**config.mk**
```make
export PLATFORM = sky130hd
export DESIGN_NAME = uart_tx_engine_flat
export DESIGN_NICKNAME = d
export VERILOG_FILES = /design/src/rtl/uart_tx_engine_if.sv /design/src/rtl/uart_tx_engine.sv /design/src/flat_wrapper.sv
export SDC_FILE = /design/constraint.sdc
export NUM_CORES = 1
export LEC_CHECK = 0
export BUFFER_PORTS_ARGS = -buffer_cell sky130_fd_sc_hd__buf_2
export CORE_ASPECT_RATIO = 1.4
export CORE_MARGIN = 2
export CORE_UTILIZATION = 45
export CTS_CLUSTER_DIAMETER = 60
export DETAILED_ROUTE_END_ITERATION = 10
export PLACE_DENSITY = 0.76
export SETUP_SLACK_MARGIN = 0.15
export SYNTH_ARGS = -nofsm -noshare
export SYNTH_HDL_FRONTEND = slang
export SYNTH_SLANG_ARGS = --single-unit
export TNS_END_PERCENT = 10
```
**constraint.sdc**
```tcl
create_clock -name clk -period 4.4 [get_ports clk]
set_input_delay 0.44 -clock clk [delete_from_list [all_inputs] [get_ports clk]]
set_output_delay 0.44 -clock clk [all_outputs]
set_load 0.01 [all_outputs]
```
**src/rtl/uart_tx_engine_if.sv**
```systemverilog
// Handshake and line signals between the transmit-control flop side and the TX serializer.
interface uart_tx_engine_if #(
    parameter int BAUD_W = 19
);
    logic              doit;
    logic              load;
    logic [7:0]        data;
    logic              eight;
    logic              pen;
    logic              ohel;
    logic [BAUD_W-1:0] baud_k;
    logic              tx;
    logic              done;
    logic              btu;

    modport master (
        output doit, load, data, eight, pen, ohel, baud_k,
        input  tx, done, btu
    );

    modport slave (
        input  doit, load, data, eight, pen, ohel, baud_k,
        output tx, done, btu
    );
endinterface

```
**src/rtl/uart_tx_engine.sv**
```systemverilog
// UART transmit serializer: shifts one loaded character out as a fixed 11-bit frame
// and pulses done at the end so the upstream set/reset flop can clear doit.
module uart_tx_engine #(
    parameter int BAUD_W     = 19,
    parameter int FRAME_BITS = 11
) (
    input logic              clk,
    input logic              rst,
    uart_tx_engine_if.slave  bus
);
    localparam logic [BAUD_W-1:0] BAUD_ONE = BAUD_W'(1);

    logic [FRAME_BITS-1:0] sr;
    logic [FRAME_BITS-1:0] sr_next;
    logic [FRAME_BITS-1:0] frame;
    logic [BAUD_W-1:0]     bc;
    logic [BAUD_W-1:0]     kmax;
    logic [3:0]            nb;
    logic                  doit_q;
    logic                  done_q;
    logic                  btu;
    logic                  load_ok;
    logic                  par;
    logic                  b9;
    logic                  b10;

    always_comb begin
        kmax = (bus.baud_k == '0) ? BAUD_ONE : bus.baud_k;
        // rst is in the gate so btu stays low throughout reset even when baud_k <= 1
        btu  = !rst && bus.doit && !done_q && (bc == kmax - BAUD_ONE);

        par = (^(bus.data & {bus.eight, 7'h7f})) ^ bus.ohel;
        b9  = 1'b1;
        b10 = 1'b1;
        case ({bus.eight, bus.pen})
            2'b11:   begin b9 = bus.data[7]; b10 = par;  end
            2'b10:   begin b9 = bus.data[7]; b10 = 1'b1; end
            2'b01:   begin b9 = par;         b10 = 1'b1; end
            default: begin b9 = 1'b1;        b10 = 1'b1; end
        endcase
        frame = {b10, b9, bus.data[6:0], 1'b0, 1'b1};

        // Acceptance uses doit as last sampled, so a load coinciding with doit rising still lands.
        // Load is applied before the shift so a btu in that same cycle (baud_k <= 1) is not lost.
        load_ok = bus.load && !doit_q;
        sr_next = sr;
        if (load_ok) begin
            sr_next = frame;
        end
        if (btu) begin
            sr_next = {1'b1, sr_next[FRAME_BITS-1:1]};
        end
    end

    always_ff @(posedge clk or posedge rst) begin
        if (rst) begin
            sr     <= '1;
            bc     <= '0;
            nb     <= '0;
            done_q <= 1'b0;
            doit_q <= 1'b0;
        end else begin
            doit_q <= bus.doit;

            if (doit_q && !bus.doit) begin
                sr <= '1;
            end else begin
                sr <= sr_next;
            end

            if (!bus.doit || done_q || btu) begin
                bc <= '0;
            end else begin
                bc <= bc + BAUD_ONE;
            end

            done_q <= 1'b0;
            if (!bus.doit) begin
                nb <= '0;
            end else if (btu) begin
                if (nb == 4'(FRAME_BITS - 1)) begin
                    nb     <= '0;
                    done_q <= 1'b1;
                end else begin
                    nb <= nb + 4'd1;
                end
            end
        end
    end

    assign bus.tx   = sr[0];
    assign bus.done = done_q;
    assign bus.btu  = btu;
endmodule

```
**src/flat_wrapper.sv**
```systemverilog
// flat-port wrapper written by rule: the top's interface ports become plain ports
module uart_tx_engine_flat 
#(
    parameter int BAUD_W     = 19,
    parameter int FRAME_BITS = 11
)
  (clk, rst, bus_doit, bus_load, bus_data, bus_eight, bus_pen, bus_ohel, bus_baud_k, bus_tx, bus_done, bus_btu);
  uart_tx_engine_if #(.BAUD_W(BAUD_W)) bus_i ();
  input logic clk;
  input logic rst;
  input wire logic [$bits(bus_i.doit)-1:0] bus_doit;
  input wire logic [$bits(bus_i.load)-1:0] bus_load;
  input wire logic [$bits(bus_i.data)-1:0] bus_data;
  input wire logic [$bits(bus_i.eight)-1:0] bus_eight;
  input wire logic [$bits(bus_i.pen)-1:0] bus_pen;
  input wire logic [$bits(bus_i.ohel)-1:0] bus_ohel;
  input wire logic [$bits(bus_i.baud_k)-1:0] bus_baud_k;
  output wire logic [$bits(bus_i.tx)-1:0] bus_tx;
  output wire logic [$bits(bus_i.done)-1:0] bus_done;
  output wire logic [$bits(bus_i.btu)-1:0] bus_btu;
  assign bus_i.doit = bus_doit;
  assign bus_i.load = bus_load;
  assign bus_i.data = bus_data;
  assign bus_i.eight = bus_eight;
  assign bus_i.pen = bus_pen;
  assign bus_i.ohel = bus_ohel;
  assign bus_i.baud_k = bus_baud_k;
  assign bus_tx = bus_i.tx;
  assign bus_done = bus_i.done;
  assign bus_btu = bus_i.btu;
  uart_tx_engine #(.BAUD_W(BAUD_W), .FRAME_BITS(FRAME_BITS)) u_core (.clk(clk), .rst(rst), .bus(bus_i));
endmodule
```
# ---- After elaboration in Yosys (flattened, before gate mapping)
# Cells that the tools add are included.
dict set report word_totals {
  latch_bits 0
  mem_bits_rw 0
  mem_bits_ro 0
  elab_cells 45
  out_inout_bits 3
  ff_bits 36
  memories 0
  input_bits 34
}
dict set report classes {
  n_mux 13
  reduce_logical 15
  bitwise_logic 2
  addsub 3
  n_shift 0
  magnitude_cmp 0
  div_mod_pow 0
  eq_ne 6
  multipliers 0
}
# operator count
set op_table {}
lappend op_table {{$mux 19} 2}
lappend op_table {{$mux 11} 3}
lappend op_table {{$add 19x1->19 const B} 1}
lappend op_table {{$eq 19x19->1} 1}
lappend op_table {{$logic_not 19->1} 1}
lappend op_table {{$sub 19x1->19 const B} 1}
lappend op_table {{$mux 4} 3}
lappend op_table {{$and 8x8->8} 1}
lappend op_table {{$reduce_xor 8->1} 1}
lappend op_table {{$logic_and 1x1->1} 5}
lappend op_table {{$add 4x1->4 const B} 1}
lappend op_table {{$eq 2x2->1 const B} 2}
lappend op_table {{$eq 4x4->1 const B} 1}
lappend op_table {{$logic_not 1->1} 4}
lappend op_table {{$mux 1} 4}
lappend op_table {{$reduce_bool 3->1} 1}
lappend op_table {{$eq 2x1->1 const B} 1}
lappend op_table {{$logic_or 1x1->1} 2}
lappend op_table {{$ne 2x1->1 const B} 1}
lappend op_table {{$pmux 1 s2} 1}
lappend op_table {{$reduce_or 2->1} 1}
lappend op_table {{$xor 1x1->1} 1}

# ---- Depth between registers and ports, before layout
dict set report logic_depth {
  ltp_word 7
  mapped_depth 16
}

# ---- Worst setup path before layout
# OpenSTA, ideal clock, no wires.
dict set report synth_timing {
  kind {input port to output port}
  start {in bus_baud_k[3]}
  end {out bus_btu}
  setup_slack_ns 0.537
  arrival_time_ns 3.423
  stages 15
  path_cell_list {buf_2 -> or2_2 -> buf_2 -> or3_1 -> nor3_1 -> nor2_1 -> ha_1 -> nand2b_1 -> o31ai_1 -> a211oi_1 -> a311oi_1 -> or4_4 -> nor4b_4 -> nand2_4 -> inv_1}
}
dict set report synth_via {
  elab_chain_len 5
}
# item line_no
set synth_rtl {}
lappend synth_rtl {{start: declaration} flat_wrapper.sv:17} ;# input wire logic [$bits(bus_i.baud_k)-1:0] bus_baud_k;
lappend synth_rtl {{$logic_not 19->1} uart_tx_engine.sv:28} ;# kmax = (bus.baud_k == '0) ? BAUD_ONE : bus.baud_k;
lappend synth_rtl {{$mux 19 (*)} uart_tx_engine.sv:28}
lappend synth_rtl {{$sub 19x1->19 (*)} uart_tx_engine.sv:30} ;# btu = !rst && bus.doit && !done_q && (bc == kmax - BAUD_ONE);
lappend synth_rtl {{$eq 19x19->1 (*)} uart_tx_engine.sv:30}
lappend synth_rtl {{$logic_and 1x1->1 (*)} uart_tx_engine.sv:30}
lappend synth_rtl {{end: declaration} flat_wrapper.sv:20} ;# output wire logic [$bits(bus_i.btu)-1:0] bus_btu;
# Mark *: on every way between the ends. The rest lies on a longest branch, timed or not.

# ---- Final worst setup path
# Same ends and word-level chain as after synthesis.

==> flow_summary_export.csv <==
group,metric,value,unit
power,powerDensity,236,mW/mm^2
logic_synthesis,yosysSeqAreaShare,32.9,%
clocking,clockRootBuffer,"clkbuf_8",
logic_synthesis,netlist_instances,317,
clocking,cts_tree,"yes",
detailed_routing,routed_via_density,5.90,
worst_setup_path,critical_path.top_delay_family,"simple AND/OR/NAND/NOR gates",
detailed_routing,drt_iter0_drc,121,
detailed_routing,vias,2494,
timing,worstMarginPinSlew,692,ps
detailed_routing,drc_errors,0,
detailed_routing,drt_first_pass_iters,4,
timing,fin_crit_sh,92.1,%
logic_synthesis,synth_cell_types,56,
floorplan,die_x,70.5,um
clocking,clock_path_buffers,2,
place,gp_congestion,0.928,
logic_synthesis,yosys.area.top_type,"dfrtp_1",
detailed_routing,wl_per_cell,15.4,um
global_routing,antenna_found_initial,0,
place,dp_hpwl,5100,um
global_routing,grt_usage,19.8,%
place,numPortBuffers,36,
logic_synthesis,synthArstFlopShare,100,%
power,peakVddDrop,125,uV
worst_setup_path,crit_buf_inv,3,
logic_synthesis,yosys-top-cells-area,"dfrtp_1 (22%), dfstp_2 (10%), xnor2_1 (7.9%)",
power,power_leakage,1.27,nW
worst_setup_path,cpPeakStageDelay,570,ps
clocking,cts.clk_slew.worst_paths,70,ps
worst_setup_path,crit_top_cell,"buf_2",
worst_setup_path,crit_path_max_fanout,9,
timing,fin_setup_tns,0,ps
floorplan,die-area,0.00684,mm^2
power,p_total,0.741,mW
logic_synthesis,avgSynthCellArea,8.78,um^2
finish,design_area,0.00314,mm^2
finish,antenna_cells,0,
logic_synthesis,synth_compound_area_share,13.8,%
timing,setup-violations-final,0,
timing,fmax,0.247,GHz
clocking,htree_levels,2,
floorplan,start_util,47.1,%
floorplan,io-pin-count,37,
place,placed_area,0.00302,mm^2
logic_synthesis,syn-cell-area,0.00278,mm^2
logic_synthesis,synthMuxAreaShare,4.72,%
logic_synthesis,synth_fa_ha_area_share,1.80,%
logic_synthesis,yosysWarningCount,0,
global_routing,grt_pass1_wl,11200,um
worst_setup_path,crit_chain,"buf_2 -> or2_2 -> or3_1 -> nor3_1 -> nor2_1 -> ha_1 -> nand2b_1 -> o31ai_1 -> a211oi_1 -> a311oi_1 -> or4_4 -> nor4b_4 -> nand2_4 -> inv_1 -> buf_2",
logic_synthesis,synth_edf_count,0,
finish,multi_input_comb_area,0.00178,mm^2
timing,fin_crit,4050,ps
finish,finalNetCount,390,
detailed_routing,detail-route-antenna-nets,0,
timing,slew_headroom,53.8,%
timing,slew_violations,0,
clocking,insertion_delay,290,ps
floorplan,die_y,97.0,um
global_routing,grt_max_degree,23,
clocking,cts.sinks,36,
finish,fillers,557,
logic_synthesis,synth_fp_nets,355,
worst_setup_path,crit_arrival,3610,ps
timing,rsz0062_at_grt,"false",
worst_setup_path,critPathLaunchType,"input pin",
global_routing,grt_remaining_overflow,0,
logic_synthesis,synth_top_family_by_area,"simple AND/OR/NAND/NOR gates",
timing,skew,9.60,ps
run,max-cap-violations,0,
clocking,cts-buffers-inserted,5,
worst_setup_path,slowest_stage,"or4_4",
finish,stdcell_count,423,
logic_synthesis,synth_seq_cells,36,
logic_synthesis,synth_common_cells,"nor2_1 (33), dfrtp_1 (25), xnor2_1 (25)",
timing,hold_viol_final,0,
logic_synthesis,yosysMostFrequentCell,"nor2_1",
finish,drive_above_1_share,23.2,%
floorplan,num_rows,33,
logic_synthesis,synth-simple-area-share,30.1,%
global_routing,grt_pass1_vias,2504,
place,dp_cells,414,
worst_setup_path,cp-end-kind,"primary output",
logic_synthesis,synthFlopType,"dfrtp_1",
floorplan,core-area,0.00590,mm^2
logic_synthesis,synth_top_area_share,22.5,%
worst_setup_path,critical_path_class,"in -> out",
finish,area_delta_synth_final,12.7,%
status,status,"completed",
worst_setup_path,required,3960,ps
min_path,hold_path_class,"in -> async",
detailed_routing,wirelength,6520,um
finish,ff_latch_area,915,um^2
logic_synthesis,synthXorXnorAreaFrac,12.9,%
-- metal layers --
| layer | up-vias | routed length (um) | track usage (%) |
|---|---|---|---|
| met4 | 0 | 116 | 5.62 |
| li1 | 1207 | - | - |
| met5 | - | 0 | 0 |
| met3 | 12 | 295 | 3.33 |
| met2 | 78 | 3430 | 36.8 |
| met1 | 1197 | 2680 | 22.9 |
-- registers in the layout, indices dropped and copies added, names as in the netlist --
register         flops
u_core.doit_q        1
u_core.bc           19
u_core.nb            4
u_core.sr           11
u_core.bus.done      1
-- worst paths after layout --
path                               startpoint  slack, ps  cells past startpoint              end
max in group asynchronous                 rst       3390                      3     u_core.sr[6]
worst max register to register  u_core.bc[10]       1920                      8     u_core.nb[2]
worst min register to register  u_core.bc[18]        570                      2    u_core.bc[18]
worst max-delay path            bus_baud_k[3]        350                     15          bus_btu
worst min-delay path                      rst        230                      2  u_core.bus.done
min in group clk                     bus_doit        340                      1    u_core.doit_q
-- cell usage in the layout (no fill, tap or decap), drive strengths merged, types with 7 or more instances in the layout --
master and count:
nor4 7, inv 10, nand2 22, a211oi 11
dfstp 11, mux2i 12, nand3 15, xor2 16
buf 42, dfrtp 25, xnor2 25, and3 9
a21oi 10, and2 10, nor2 33, nor3 11
-- metrics by stage --
| stage | hold WS, ps | setup slack (ps) | utilization [%] |
|---|---|---|---|
| 6_report | 229 | 348 | 53.1 |
| 5_1_grt | 288 | 167 | 53.1 |
| 4_1_cts | 234 | 284 | 52.7 |
| 3_5_place_dp | 547 | 285 | 51.2 |
| 3_3_place_gp | 531 | 361 | 51.2 |
| 2_1_floorplan | 471 | 537 | - |
-- logic make-up (layout without fill, tap and decap cells) --
family | Yosys count | after routing
xor+xnor | 41 | 41
compound gates | 53 | 53
buf+inv | 24 | 60
flops | 36 | 36
simple gates | 146 | 146
mux | 13 | 13
fa+ha+maj | 4 | 4
-- report_power, final --
part	internal (mW)	leakage [nW]	switching, mW
sequential	0.351	0.460	0.00694
clock	0.125	0.0510	0.119
combinational	0.0588	0.763	0.0793
-- what timing repair did --
action / in CTS / in global routing
gates resized for setup: 0 / 2
hold buffers: 0 / 0
endpoints found under the setup margin: 0 / 1
setup buffers: 0 / 1
-- area by class of cell --
class / count / share of cell area (%)
Clock buffer: 6 / 2.63
Clock inverter: 2 / 0.319
Inverter: 10 / 1.20
Multi-Input combinational cell: 257 / 56.7
Sequential cell: 36 / 29.2
Tap cell: 70 / 2.79
Timing Repair Buffer: 42 / 7.18
No activity file was read; power rests on OpenSTA's default activity.
